File: src/rtl/inta_sequencer.sv
// rtl/inta_sequencer.sv - 8086-mode two-pulse interrupt-acknowledge sequencer for an 8259-style PIC
//
// Raises INT when the priority resolver has a request. The sequencer then
// follows the two CPU INTA pulses. The first pulse freezes the winning IR id,
// or id 7 when no request is pending, and pulses isr_set. The second pulse
// drives the vector byte when this device owns the cycle.
//
// Optional feature macro: PIC_AUTO_EOI_EN
//   defined   : isr_clear pulses on the second INTA rise when aeoi_mode=1
//               and the sequence was not spurious
//   undefined : aeoi_mode is ignored and isr_clear is tied low
//
// Ports:
//   clk, reset                   clock (rising edge), async active-high reset
//   inta_neg                     CPU acknowledge strobe, active low, async to clk
//   irq_pending, irq_id          request present / winning IR from the resolver
//   vector_base                  ICW2 T7..T3
//   single_mode_flag, sp_neg     ICW1 SNGL, master(1)/slave(0) strap
//   slaves_connected_flag        ICW3 in master mode, bit n = slave on IRn
//   slave_active_interrupt_flag  cascade handler: this slave is addressed
//   aeoi_mode                    ICW4 AEOI (PIC_AUTO_EOI_EN builds only)
//   int_out                      INT to the CPU
//   interrupt_id                 latched acknowledged id
//   ack_active                   acknowledge in progress, gates cascade drive
//   isr_set, isr_clear           one-cycle ISR[interrupt_id] set / clear pulses
//   data_out, data_out_en        vector byte and data bus drive enable
module inta_sequencer #(
   parameter int SYNC_STAGES = 2
) (
   input  logic       clk,
   input  logic       reset,
   input  logic       inta_neg,
   input  logic       irq_pending,
   input  logic [2:0] irq_id,
   input  logic [4:0] vector_base,
   input  logic       single_mode_flag,
   input  logic       sp_neg,
   input  logic [7:0] slaves_connected_flag,
   input  logic       slave_active_interrupt_flag,
   input  logic       aeoi_mode,
   output logic       int_out,
   output logic [2:0] interrupt_id,
   output logic       ack_active,
   output logic       isr_set,
   output logic       isr_clear,
   output logic [7:0] data_out,
   output logic       data_out_en
);

   typedef enum logic [2:0] {
      IDLE = 3'd0,
      REQ  = 3'd1,
      ACK1 = 3'd2,
      GAP  = 3'd3,
      ACK2 = 3'd4
   } state_t;

   generate
      if (SYNC_STAGES < 2) begin : g_bad_sync
         $error("inta_sequencer: SYNC_STAGES must be at least 2");
      end
   endgenerate

   state_t                 state, state_nxt;
   logic [SYNC_STAGES-1:0] sync_q;
   logic                   inta_s, inta_d;
   logic                   fall, rise;
   logic                   own;
   logic                   spurious_q, spurious_nxt;
   logic [2:0]             id_nxt;
   logic                   isr_set_nxt, isr_clear_nxt;
   logic [7:0]             data_nxt;
   logic                   data_en_nxt;

   // The chain and the edge register reset high. A reset taken while
   // inta_neg is low therefore produces a fall only after the low level
   // propagates through the chain. Only IDLE sees that fall, and IDLE ignores it.
   always_ff @(posedge clk or posedge reset) begin
      if (reset) begin
         sync_q <= '1;
         inta_d <= 1'b1;
      end else begin
         sync_q <= {sync_q[SYNC_STAGES-2:0], inta_neg};
         inta_d <= inta_s;
      end
   end

   assign inta_s = sync_q[SYNC_STAGES-1];
   assign fall   = inta_d & ~inta_s;
   assign rise   = ~inta_d & inta_s;

   // This device owns the vector cycle in three cases. The first is single mode.
   // The second is a master whose acknowledged IR has no slave behind it.
   // The third is a slave that the cascade handler reports as addressed.
   assign own = single_mode_flag
              | (sp_neg & ~slaves_connected_flag[interrupt_id])
              | (~sp_neg & slave_active_interrupt_flag);

   always_ff @(posedge clk or posedge reset) begin
      if (reset) begin
         state        <= IDLE;
         interrupt_id <= 3'd0;
         spurious_q   <= 1'b0;
         isr_set      <= 1'b0;
         isr_clear    <= 1'b0;
         data_out     <= 8'h00;
         data_out_en  <= 1'b0;
      end else begin
         state        <= state_nxt;
         interrupt_id <= id_nxt;
         spurious_q   <= spurious_nxt;
         isr_set      <= isr_set_nxt;
         isr_clear    <= isr_clear_nxt;
         data_out     <= data_nxt;
         data_out_en  <= data_en_nxt;
      end
   end

   always_comb begin
      state_nxt     = state;
      id_nxt        = interrupt_id;
      spurious_nxt  = spurious_q;
      isr_set_nxt   = 1'b0;
      isr_clear_nxt = 1'b0;
      data_nxt      = data_out;
      data_en_nxt   = data_out_en;

      case (state)
         IDLE: begin
            if (irq_pending) begin
               state_nxt = REQ;
            end
         end

         // INT stays raised even if the request goes away. An acknowledge
         // that arrives with no request pending is answered with IR7 and
         // does not set the ISR.
         REQ: begin
            if (fall) begin
               state_nxt = ACK1;
               if (irq_pending) begin
                  id_nxt       = irq_id;
                  isr_set_nxt  = 1'b1;
                  spurious_nxt = 1'b0;
               end else begin
                  id_nxt       = 3'd7;
                  spurious_nxt = 1'b1;
               end
            end
         end

         ACK1: begin
            if (rise) begin
               state_nxt = GAP;
            end
         end

         GAP: begin
            if (fall) begin
               state_nxt = ACK2;
               if (own) begin
                  data_nxt    = {vector_base, interrupt_id};
                  data_en_nxt = 1'b1;
               end
            end
         end

         ACK2: begin
            if (rise) begin
               state_nxt   = IDLE;
               data_nxt    = 8'h00;
               data_en_nxt = 1'b0;
`ifdef PIC_AUTO_EOI_EN
               isr_clear_nxt = aeoi_mode & ~spurious_q;
`endif
            end
         end

         default: begin
            state_nxt = IDLE;
         end
      endcase
   end

`ifndef PIC_AUTO_EOI_EN
   logic unused_aeoi;
   assign unused_aeoi = aeoi_mode ^ spurious_q;
`endif

   // These outputs decode the registered state. Reset therefore drops INT and
   // the cascade gate at once, without waiting for a clock edge.
   assign int_out    = (state == REQ);
   assign ack_active = (state == ACK1) || (state == GAP) || (state == ACK2);

endmodule

File: config.mk
export PLATFORM = sky130hd
export DESIGN_NAME = inta_sequencer
export DESIGN_NICKNAME = d
export VERILOG_FILES = /design/src/rtl/inta_sequencer.sv
export SDC_FILE = /design/constraint.sdc
export NUM_CORES = 1
export LEC_CHECK = 0
export ABC_AREA = 1
export BUFFER_PORTS_ARGS = -buffer_cell sky130_fd_sc_hd__buf_2
export CAP_MARGIN = 25
export CORE_MARGIN = 3
export CORE_UTILIZATION = 39
export CTS_CLUSTER_SIZE = 25
export DETAILED_ROUTE_END_ITERATION = 8
export PLACE_DENSITY_LB_ADDON = 0.1
export SLEW_MARGIN = 20
export SYNTH_ARGS = -nofsm -noshare
export SYNTH_HDL_FRONTEND = slang
export SYNTH_SLANG_ARGS = --single-unit
File: constraint.sdc
create_clock -name clk -period 3.4 [get_ports clk]
set_input_delay 0.85 -clock clk [delete_from_list [all_inputs] [get_ports clk]]
set_output_delay 0.85 -clock clk [all_outputs]
set_load 0.05 [all_outputs]
==> impl_results.md, run 1 <==
* Diodes inserted at 0
* Core area at 2280 um^2
* Slowest stage cell, crit path: dfrtp_1
* Worst Hold End: sync_q[1]$_DFF_PP1_
* F_max at 0.423 GHz
* Critical Path Max Stage Delay at 0.44 ns
* HP Class: flip-flop to flip-flop
* Post-DP HPWL at 1.59 mm
* Clock-pin slew on the worst setup and hold paths at 0.11 ns
* Wire length of the first global-routing pass at 3.57 mm
* Via count at 932
* Post-synth ARST share at 1.00
* Die Area at 3120 um^2
* Clock Sinks at 19
* Register bit total from synthesis at 19
* Cell Area, Placed at 1180 um^2
* Buf/Inv on CP at 2
* CTS H-tree depth at 1
* FF-to-FF setup slack at 1.72 ns
* Top layer in use: met4
* Tcrit/Tclk final at 0.695
* Cell taking the most area after synthesis: dfrtp_1
* Port bufs at 37
* Post-CTS Setup Bufs at 0
* Crit path DAT at 1.51 ns
* # IOs at 40
* Worst Path Max Fanout at 4
* Die height at 55.9 um
* Commonest cells in the synthesized netlist: 36 x nand2_1, 17 x nand3_1, 16 x dfrtp_1, 16 x inv_1, 14 x nor2_1
* R2R cell count at 9
* Routed len/inst at 11.0 um
* Post-CTS Resized at 0
* Final instance area at 1210 um^2
* CTS root buffer: clkbuf_4
* Syn_area_per_cell at 7.76 um^2
* Fillcell total at 227
* Top cell type's share of synthesized area at 0.413
* CP required at 2.55 ns
* GP Congestion at 0.891
* Clock Tree Buf Depth at 2
* Clock buffers created by TritonCTS at 3
* CTS tree: yes
* Hold_sp: sync_q[0]$_DFF_PP1_
* Top_reg_cell synth: dfrtp_1
* Placed cells at 189
* Delay-heaviest family, CP: flip-flops
* Number of synthesized flops with an enable pin at 0
* Post-Synthesis Cells at 125
* Count of max-cap constraint violations at 0
* Final Max Tran Viols at 0
* Power Density at 1070 nW/um^2
* DIE WIDTH at 55.9 um
* 1st-iter DRT viols at 37
* Final hold violations at 0
* Row count at 17
* First drt pass iteration count at 4
* Outcome: finished clean
* FF-to-FF Start: inta_d$_DFF_PP1_
* CP Class: flip-flop to output pin
* Initial Util at 0.426
* Setup TNS at 0 ns
* Wl on met1 at 961 um
* Final WL at 2.13 mm
* Hold buffers post-CTS at 0
* Worst-margin pin slew at 0.698 ns
* Initial antenna violation count at 0
* Syn_nets at 149
* Clk_lat worst skew at 0.29 ns
* Worst setup SP type: flip-flop
* Met2 WL at 976 um
* Routed wl met3 at 157 um
* Relative max-transition margin at 0.534
* P_leak at 0.698 nW
* RSZ-0062 raised after global routing: no
* Vias/cell at 4.83
* # nets final at 190
* Area growth syn-to-layout at 24.8%
* Vias in the first global route at 862
* Max IR drop VDD at 0.000514 V
* Total gr overflow at 0
* Final Core Density at 0.532
* Layout cells sized above 1 at 0.339
* Gr usage total at 0.142
* CP Capture Type: output pin
* Non-Filler Instances at 193
* Skew final at 0.00602 ns
* DRC viols at 0
* Cell area after synthesis at 970 um^2
* Final ANT Viol Nets at 0
* Min cycle time layout at 2.36 ns
* Endpoints failing setup at 0
* Largest net degree at the start of global routing at 20
* Top-count cell post-synth: nand2_1
* Crit-path cells: nor2_1, inv_1, o211ai_1, buf_2
* Hold Crit Depth at 0
* Synth warn at 0
* WHS at 0.364 ns
* Ranking of synthesized cells by area: dfrtp_1 41%, nand2_1 14%, nand3_1 8.8%
* Reg-to-Reg End: data_out[7]$_DFFE_PP0P_
* Sequential area share after synthesis at 0.494
* Distinct cell type count after synthesis at 19
## stage by stage
step                setup WS, ns  power (mW)
floorplan                   1.14        1.01
global placement            1.45        1.18
detailed placement          1.41        1.19
CTS                         1.06        1.31
global route               0.959        1.39
finish                      1.04        1.30
## placed cells by master (no fill, tap or decap), drive strengths merged
| cell | synthesis | layout |
|---|---|---|
| buf | 1 | 37 |
| nand3 | 18 | 18 |
| conb | 1 | 1 |
| inv | 18 | 18 |
| a21oi | 4 | 4 |
| nand2 | 39 | 39 |
| o22ai | 1 | 1 |
| dfrtp | 16 | 16 |
| dfstp | 3 | 3 |
| clkinv | 0 | 1 |
| nor3 | 3 | 3 |
| o211ai | 2 | 2 |
| a211oi | 1 | 1 |
| nor2 | 18 | 18 |
| clkbuf | 0 | 3 |
## metal layers
layer / global-route usage / vias up
met5: 0 / -
met4: 0.0712 / 0
met3: 0.0325 / 4
met2: 0.233 / 29
met1: 0.174 / 427
li1: - / 472
## cell families (layout without fill, tap and decap cells)
group / after synthesis / in the layout / share of synthesized area
simple gates: 78 / 78 / 0.357
flops: 19 / 19 / 0.494
buf+inv: 19 / 59 / 0.0774
compound gates: 8 / 8 / 0.0671
other cells: 1 / 1 / 0.00387
## registers in the layout (all words and copies together), names as in the netlist
name and count:
inta_d 1, state 3, sync_q 2, data_out_en 1, isr_set 1, data_out 8
interrupt_id 3
## where the power goes
| part | leakage [nW] | internal (mW) | switching (mW) | total, mW |
|---|---|---|---|---|
| registers | 0.224 | 0.318 | 0.0597 | 0.378 |
| clock network | 0.0177 | 0.0437 | 0.0707 | 0.114 |
| logic | 0.456 | 0.198 | 0.610 | 0.808 |
## layout make-up
type                       count  area [um^2]  area share
clock buffer                   3         22.5      0.0186
clock inverter                 1         5.00     0.00414
inverter                      18         67.6      0.0558
multi-input combinational     87          415       0.343
sequential                    19          479       0.396
tap                           28         35.0      0.0290
timing repair buffer          37          185       0.153
## worst max path at each step
stage,startpoint,endpoint,slack (ns),cells after the start
3_3_place_gp,state[0]$_DFFE_PP0P_,ack_active,1.45,4
6_report,state[0]$_DFFE_PP0P_,ack_active,1.04,4
2_1_floorplan,state[0]$_DFFE_PP0P_,ack_active,1.14,3
4_1_cts,state[0]$_DFFE_PP0P_,ack_active,1.06,4
5_1_grt,state[0]$_DFFE_PP0P_,ack_active,0.96,4
3_5_place_dp,state[0]$_DFFE_PP0P_,ack_active,1.41,4
(Power assumes the default switching activity.)
==> run 2, diff against run 1 <==
Settings changed: ABC_AREA 1 to 0.
Clock period 3.4 ns to 2.1 ns, I/O delays scaled along.
==> run 2 against run 1 <==
  * Cell count fell by 17%
  * Power increased by 40%
  * Clock skew increased by 0.0035 ns
  * Critical endpoint unchanged
  * Largest cell class unchanged
==> impl_results.md, run 2 <==
* Non-Filler Instances at 161 (-17%)
* Skew final at 0.00957 ns (+0.00354 ns)
* CP Class: flip-flop to output pin
* First drt pass iteration count at 4 (unchanged)
* Highest-count cells in the layout ignoring fill and taps: 37 x buf_2, 16 x dfrtp_1, 13 x inv_1
* CP Capture Type: output pin
* Post-CTS Setup Bufs at 0 (unchanged)
* # nets final at 158 (-17%)
* Wire length of the first global-routing pass at 3.45 mm (-3.3%)
* Relative max-transition margin at 0.504 (-0.0305)
* CP required at 1.57 ns (-0.98 ns)
* Cell taking the most area after synthesis: dfrtp_1
* Critical Path Max Stage Delay at 0.47 ns (+0.03 ns)
* Clk_lat worst skew at 0.30 ns (about the same)
* Final hold violations at 0 (unchanged)
* Vias/cell at 4.98 (+3.0%)
* Diodes inserted at 0 (unchanged)
* Fillcell total at 223 (-1.8%)
* Final instance area at 1180 um^2 (-2.1%)
* Ranking of synthesized cells by area: dfrtp_1 42%, dfstp_2 8.2%, o21ai_0 6.3%
* Final ANT Viol Nets at 0 (unchanged)
* Total gr overflow at 0 (unchanged)
* Core area at 2280 um^2 (unchanged)
* Clock buffers created by TritonCTS at 3 (unchanged)
* Via count at 801 (-14%)
* Final Max Tran Viols at 0 (unchanged)
* Area growth syn-to-layout at 24.0%
* Register bit total from synthesis at 19 (unchanged)
* Post-DP HPWL at 1.58 mm (-0.34%)
* Gr usage total at 0.142 (+0.000341)
* Worst Path Max Fanout at 7 (+3)
* Row count at 17 (unchanged)
* DIE WIDTH at 55.5 um (-0.64%)
* Clock-pin slew on the worst setup and hold paths at 0.11 ns (about the same)
* CTS tree: yes
* Commonest non-fill, non-tap cell in the layout: buf_2
* Cell Area, Placed at 1160 um^2 (-2.0%)
* Hold buffers post-CTS at 0 (unchanged)
* Port bufs at 37 (unchanged)
* Top Registers: data_out: 8 flops, interrupt_id: 3 flops, state: 3 flops
* RSZ-0062 raised after global routing: no
* Syn_area_per_cell at 10.2 um^2 (+31%)
* DRC viols at 0 (unchanged)
* Crit-path cells: nand2b_2, nand2_1, buf_2
* Worst setup SP type: flip-flop
* Max IR drop VDD at 0.000842 V (+64%)
* Delay-heaviest family, CP: flip-flops
* Count of max-cap constraint violations at 0 (unchanged)
* Slowest stage cell, crit path: dfrtp_1
* Worst-margin pin slew at 0.742 ns (+0.0448 ns)
* F_max at 0.534 GHz
* GP Congestion at 0.773 (-13%)
* 1st-iter DRT viols at 10 (-73%)
* Routed len/inst at 12.8 um (+16%)
* Final WL at 2.07 mm (-3.1%)
* Tcrit/Tclk final at 0.892
* Top_reg_cell synth: dfrtp_1
* Buf/Inv on CP at 1 (-1)
* Outcome: finished clean
* Power Density at 1530 nW/um^2 (+43%)
* Top-count cell post-synth: dfrtp_1
* # IOs at 40 (unchanged)
* Clock Tree Buf Depth at 2 (unchanged)
* Largest net degree at the start of global routing at 20 (unchanged)
* Cell area after synthesis at 956 um^2 (-1.4%)
* Max reg flops at 8 (unchanged)
* Post-CTS Resized at 0 (unchanged)
* Setup TNS at 0 ns (unchanged)
* Initial antenna violation count at 0 (unchanged)
* Layout cells sized above 1 at 0.398 (+0.0591)
* Syn_nets at 118 (-21%)
* Top cell type's share of synthesized area at 0.419 (+0.00594)
* HP Class: input port to asynchronous set/reset pin
* Sequential area share after synthesis at 0.501 (+0.00712)
* Post-synth ARST share at 1.00 (unchanged)
* Initial Util at 0.420 (-0.00605)
* Number of synthesized flops with an enable pin at 0 (unchanged)
* P_leak at 0.611 nW (-12%)
* Vias in the first global route at 787 (-8.7%)
* WHS at 0.315 ns (-0.0496 ns)
* Distinct cell type count after synthesis at 28 (+9)
* Synth warn at 0 (unchanged)
* Die Area at 3080 um^2 (-1.3%)
* Register name with the most flops: data_out
* Placed cells at 157 (-17%)
* Commonest cells in the synthesized netlist: 16 x dfrtp_1, 13 x inv_1, 12 x o21ai_0
* Post-Synthesis Cells at 94 (-25%)
* Final Core Density at 0.521 (-0.0110)
* CTS H-tree depth at 1 (unchanged)
* CTS root buffer: clkbuf_4
* Die height at 55.5 um (-0.64%)
* Clock Sinks at 19 (unchanged)
* Crit path DAT at 1.35 ns (-0.16 ns)
* Endpoints failing setup at 0 (unchanged)
* Min cycle time layout at 1.87 ns
==> run 2: worst paths after layout <==
path / start / endpoint / slack, ns / depth (start not counted)
worst max-delay path: state[2]$_DFFE_PP0P_ / ack_active / 0.23 / 3
worst min-delay path: reset / interrupt_id[1]$_DFFE_PP0P_ / 0.31 / 2
worst max register to register: interrupt_id[0]$_DFFE_PP0P_ / data_out[0]$_DFFE_PP0P_ / 0.34 / 4
worst min register to register: sync_q[0]$_DFF_PP1_ / sync_q[1]$_DFF_PP1_ / 0.36 / 0
max in group asynchronous: reset / state[2]$_DFFE_PP0P_ / 1.33 / 2
min in group clk: inta_neg / sync_q[0]$_DFF_PP1_ / 0.32 / 1
==> run 2: layout make-up <==
class | count | area, um^2 | area share
inverters | 13 | 48.8 | 0.0412
well taps | 28 | 35.0 | 0.0296
multi-input cells | 59 | 403 | 0.340
flip-flops and latches | 19 | 479 | 0.404
repair buffers | 38 | 193 | 0.163
clock buffers | 4 | 26.3 | 0.0222
==> run 2: kinds of logic (layout without fill, tap and decap cells) <==
group	count (synthesis)	in the layout	share of synthesized area
AOI/OAI and AO/OA	27	27	0.203
muxes	3	3	0.0445
DFF	19	19	0.501
other	1	1	0.00392
buffers and inverters	16	55	0.0825
xor gates and xnor gates	1	1	0.00916
and+or+nand+nor	27	27	0.156
==> run 2: through the flow <==
stage | setup WS, ns | power [mW]
final | 0.226 | 1.82
after global routing | 0.126 | 1.93
after CTS | 0.203 | 1.84
after detailed placement | 0.243 | 1.65
after global placement | 0.257 | 1.63
after floorplan | 0.210 | 1.45
==> run 2: layer usage <==
metal  GRT usage  share of wire  vias up  wire, um
li1            -              -      401         -
met1       0.176           0.45      366       929
met2       0.228           0.46       30       944
met3      0.0304          0.070        4       145
met4      0.0833          0.023        0        48
met5           0              0        -         0
==> run 2: where the power goes <==
group | total, mW | switching, mW | internal (mW)
Clock | 0.186 | 0.112 | 0.0740
Combinational | 1.00 | 0.712 | 0.292
Sequential | 0.629 | 0.127 | 0.503
Total | 1.82 | 0.950 | 0.868
==> run 3, diff against run 2 <==
Settings changed: RECOVER_POWER set to 100, SLEW_MARGIN 20 to 10.
==> run 3 against run 2 <==
  * Worst hold slack worse by 0.0016 ns
  * Final area shrank 2.4%
  * Sequential cell count unchanged
  * Cell count is the same
  * Die area is the same
  * Maximum frequency fell by 2.2%
  * Power down 2.0%
  * Sequential power is essentially flat
  * Critical path depth is 1 lower
  * Count of clock-buffer cells in the layout stayed put
  * Critical endpoint is now int_out
  * Largest power group unchanged
==> impl_results.md, run 3 (synthesized netlist as in run 2, its figures left out) <==
* Die height at 55.5 um (unchanged)
* Worst Path Max Fanout at 6 (-1)
* Clock Tree Buf Depth at 2 (unchanged)
* Via count at 797 (-0.50%)
* Outcome: finished clean
* Register name with the most flops: data_out
* Post-DP HPWL at 1.58 mm (unchanged)
* CTS root buffer: clkbuf_4
* CP Capture Type: output pin
* Delay-heaviest family, CP: flip-flops
* Busiest grt layer: met2
* FF-to-FF setup slack at 0.34 ns (about the same)
* Gr usage total at 0.142 (unchanged)
* Buf/Inv on CP at 1 (unchanged)
* CP Class: flip-flop to output pin
* GP Congestion at 0.773 (unchanged)
* Max IR drop VDD at 0.000819 V (-2.8%)
* Initial Util at 0.420 (unchanged)
* R2R cell count at 4 (unchanged)
* WHS at 0.313 ns (-0.00163 ns)
* Clock Sinks at 19 (unchanged)
* Clk_lat worst skew at 0.30 ns (about the same)
* Cell Area, Placed at 1160 um^2 (unchanged)
* Final ANT Viol Nets at 0 (unchanged)
* Max reg flops at 8 (unchanged)
* First drt pass iteration count at 4 (unchanged)
* Final instance area at 1160 um^2 (-2.4%)
* Worst Setup SP: state[1]$_DFFE_PP0P_
* Fillcell total at 230 (+3.1%)
* Worst-margin pin slew at 0.748 ns (+0.00585 ns)
* Total gr overflow at 0 (unchanged)
* Final Core Density at 0.508 (-0.0126)
* Final hold violations at 0 (unchanged)
* Power Density at 1540 nW/um^2 (+0.43%)
* Met3 Use GR at 0.0304 (unchanged)
* DRC viols at 0 (unchanged)
* Setup TNS at 0 ns (unchanged)
* CP endpoint: int_out
* Port bufs at 37 (unchanged)
* Tcrit/Tclk final at 0.913 (+0.0204)
* FF-to-FF Start: interrupt_id[0]$_DFFE_PP0P_
* Top Registers: data_out: 8 flops, interrupt_id: 3 flops, state: 3 flops
* Row count at 17 (unchanged)
* Relative max-transition margin at 0.500 (-0.00391)
* CTS tree: yes
* CTS H-tree depth at 1 (unchanged)
* Endpoints failing setup at 0 (unchanged)
* Diodes inserted at 0 (unchanged)
* GR Util met1 at 0.176 (unchanged)
* GR Layer Usage met2 at 0.228 (unchanged)
* Core area at 2280 um^2 (unchanged)
* DIE WIDTH at 55.5 um (unchanged)
* Critical Path Max Stage Delay at 0.47 ns (about the same)
* RSZ-0062 raised after global routing: no
* Commonest non-fill, non-tap cell in the layout: buf_2
* Die Area at 3080 um^2 (unchanged)
* Vias in the first global route at 787 (unchanged)
* Post-CTS Setup Bufs at 0 (unchanged)
* Clock-pin slew on the worst setup and hold paths at 0.11 ns (about the same)
* Critical Path Stages at 2 (-1)
* Area growth syn-to-layout at 20.9%
* Worst setup SP type: flip-flop
* HP Class: input port to asynchronous set/reset pin
* Pre-CTS setup slack at 0.243 ns (unchanged)
* Skew final at 0.0106 ns (+0.00100 ns)
* Post-CTS Resized at 0 (unchanged)
* Crit path DAT at 1.39 ns (+0.04 ns)
* Setup ws final at 0.183 ns (-0.0429 ns)
* Highest-count cells in the layout ignoring fill and taps: 22 x buf_2, 16 x dfrtp_1, 15 x clkbuf_1
* Hold buffers post-CTS at 0 (unchanged)
* Clock buffers created by TritonCTS at 3 (unchanged)
* Final WL at 2.07 mm (+0.15%)
* 1st-iter DRT viols at 18 (+8)
* CP required at 1.57 ns (about the same)
* Slowest stage cell, crit path: dfrtp_1
* # nets final at 158 (unchanged)
* Vias/cell at 4.95 (-0.50%)
* F_max at 0.522 GHz (-2.2%)
* Crit-path cells: nor3b_1, clkbuf_2
* P_leak at 0.559 nW (-8.6%)
* Layout cells sized above 1 at 0.271 (-0.128)
* Routed len/inst at 12.9 um (+0.15%)
* # IOs at 40 (unchanged)
* Reg-to-Reg End: data_out[0]$_DFFE_PP0P_
* Count of max-cap constraint violations at 0 (unchanged)
* Final Max Tran Viols at 0 (unchanged)
* Min cycle time layout at 1.92 ns (+0.0429 ns)
* Largest net degree at the start of global routing at 20 (unchanged)
* Wire length of the first global-routing pass at 3.45 mm (unchanged)
* Initial antenna violation count at 0 (unchanged)
run 3: how the worst min path moves through the flow:
stage	endpoint	slack [ns]	cells after the start
after floorplan	sync_q[1]$_DFF_PP1_	0.35	0
after global routing	sync_q[0]$_DFF_PP1_	0.30	1
final	interrupt_id[1]$_DFFE_PP0P_	0.31	2
after detailed placement	sync_q[1]$_DFF_PP1_	0.35	0
after global placement	sync_q[1]$_DFF_PP1_	0.35	0
after CTS	sync_q[0]$_DFF_PP1_	0.31	1
run 3: metal layers:
metal / vias up / routed length (um)
met5: - / 0
met3: 4 / 148
met1: 363 / 939
li1: 400 / -
met4: 0 / 48
met2: 30 / 934
run 3: power by group:
group / leakage (nW) / switching [mW] / internal (mW) / total [mW]
combinational: 0.317 / 0.714 / 0.254 / 0.968
sequential: 0.226 / 0.126 / 0.503 / 0.629
clock: 0.0150 / 0.111 / 0.0740 / 0.186
total: 0.559 / 0.952 / 0.830 / 1.78
run 3: per-stage QoR:
step | instances | total power, mW
2_1_floorplan | 94 | 1.45
3_3_place_gp | 157 | 1.63
4_1_cts | 161 | 1.84
6_report | 161 | 1.78
3_5_place_dp | 157 | 1.65
5_1_grt | 161 | 1.89
run 3: area by class of cell:
class                           count  area [um^2]  area share
Clock buffer                        4         26.3      0.0227
Inverter                           13         48.8      0.0422
Sequential cell                    19          479       0.415
Timing Repair Buffer               38          173       0.149
Tap cell                           28         35.0      0.0303
Multi-Input combinational cell     59          394       0.341
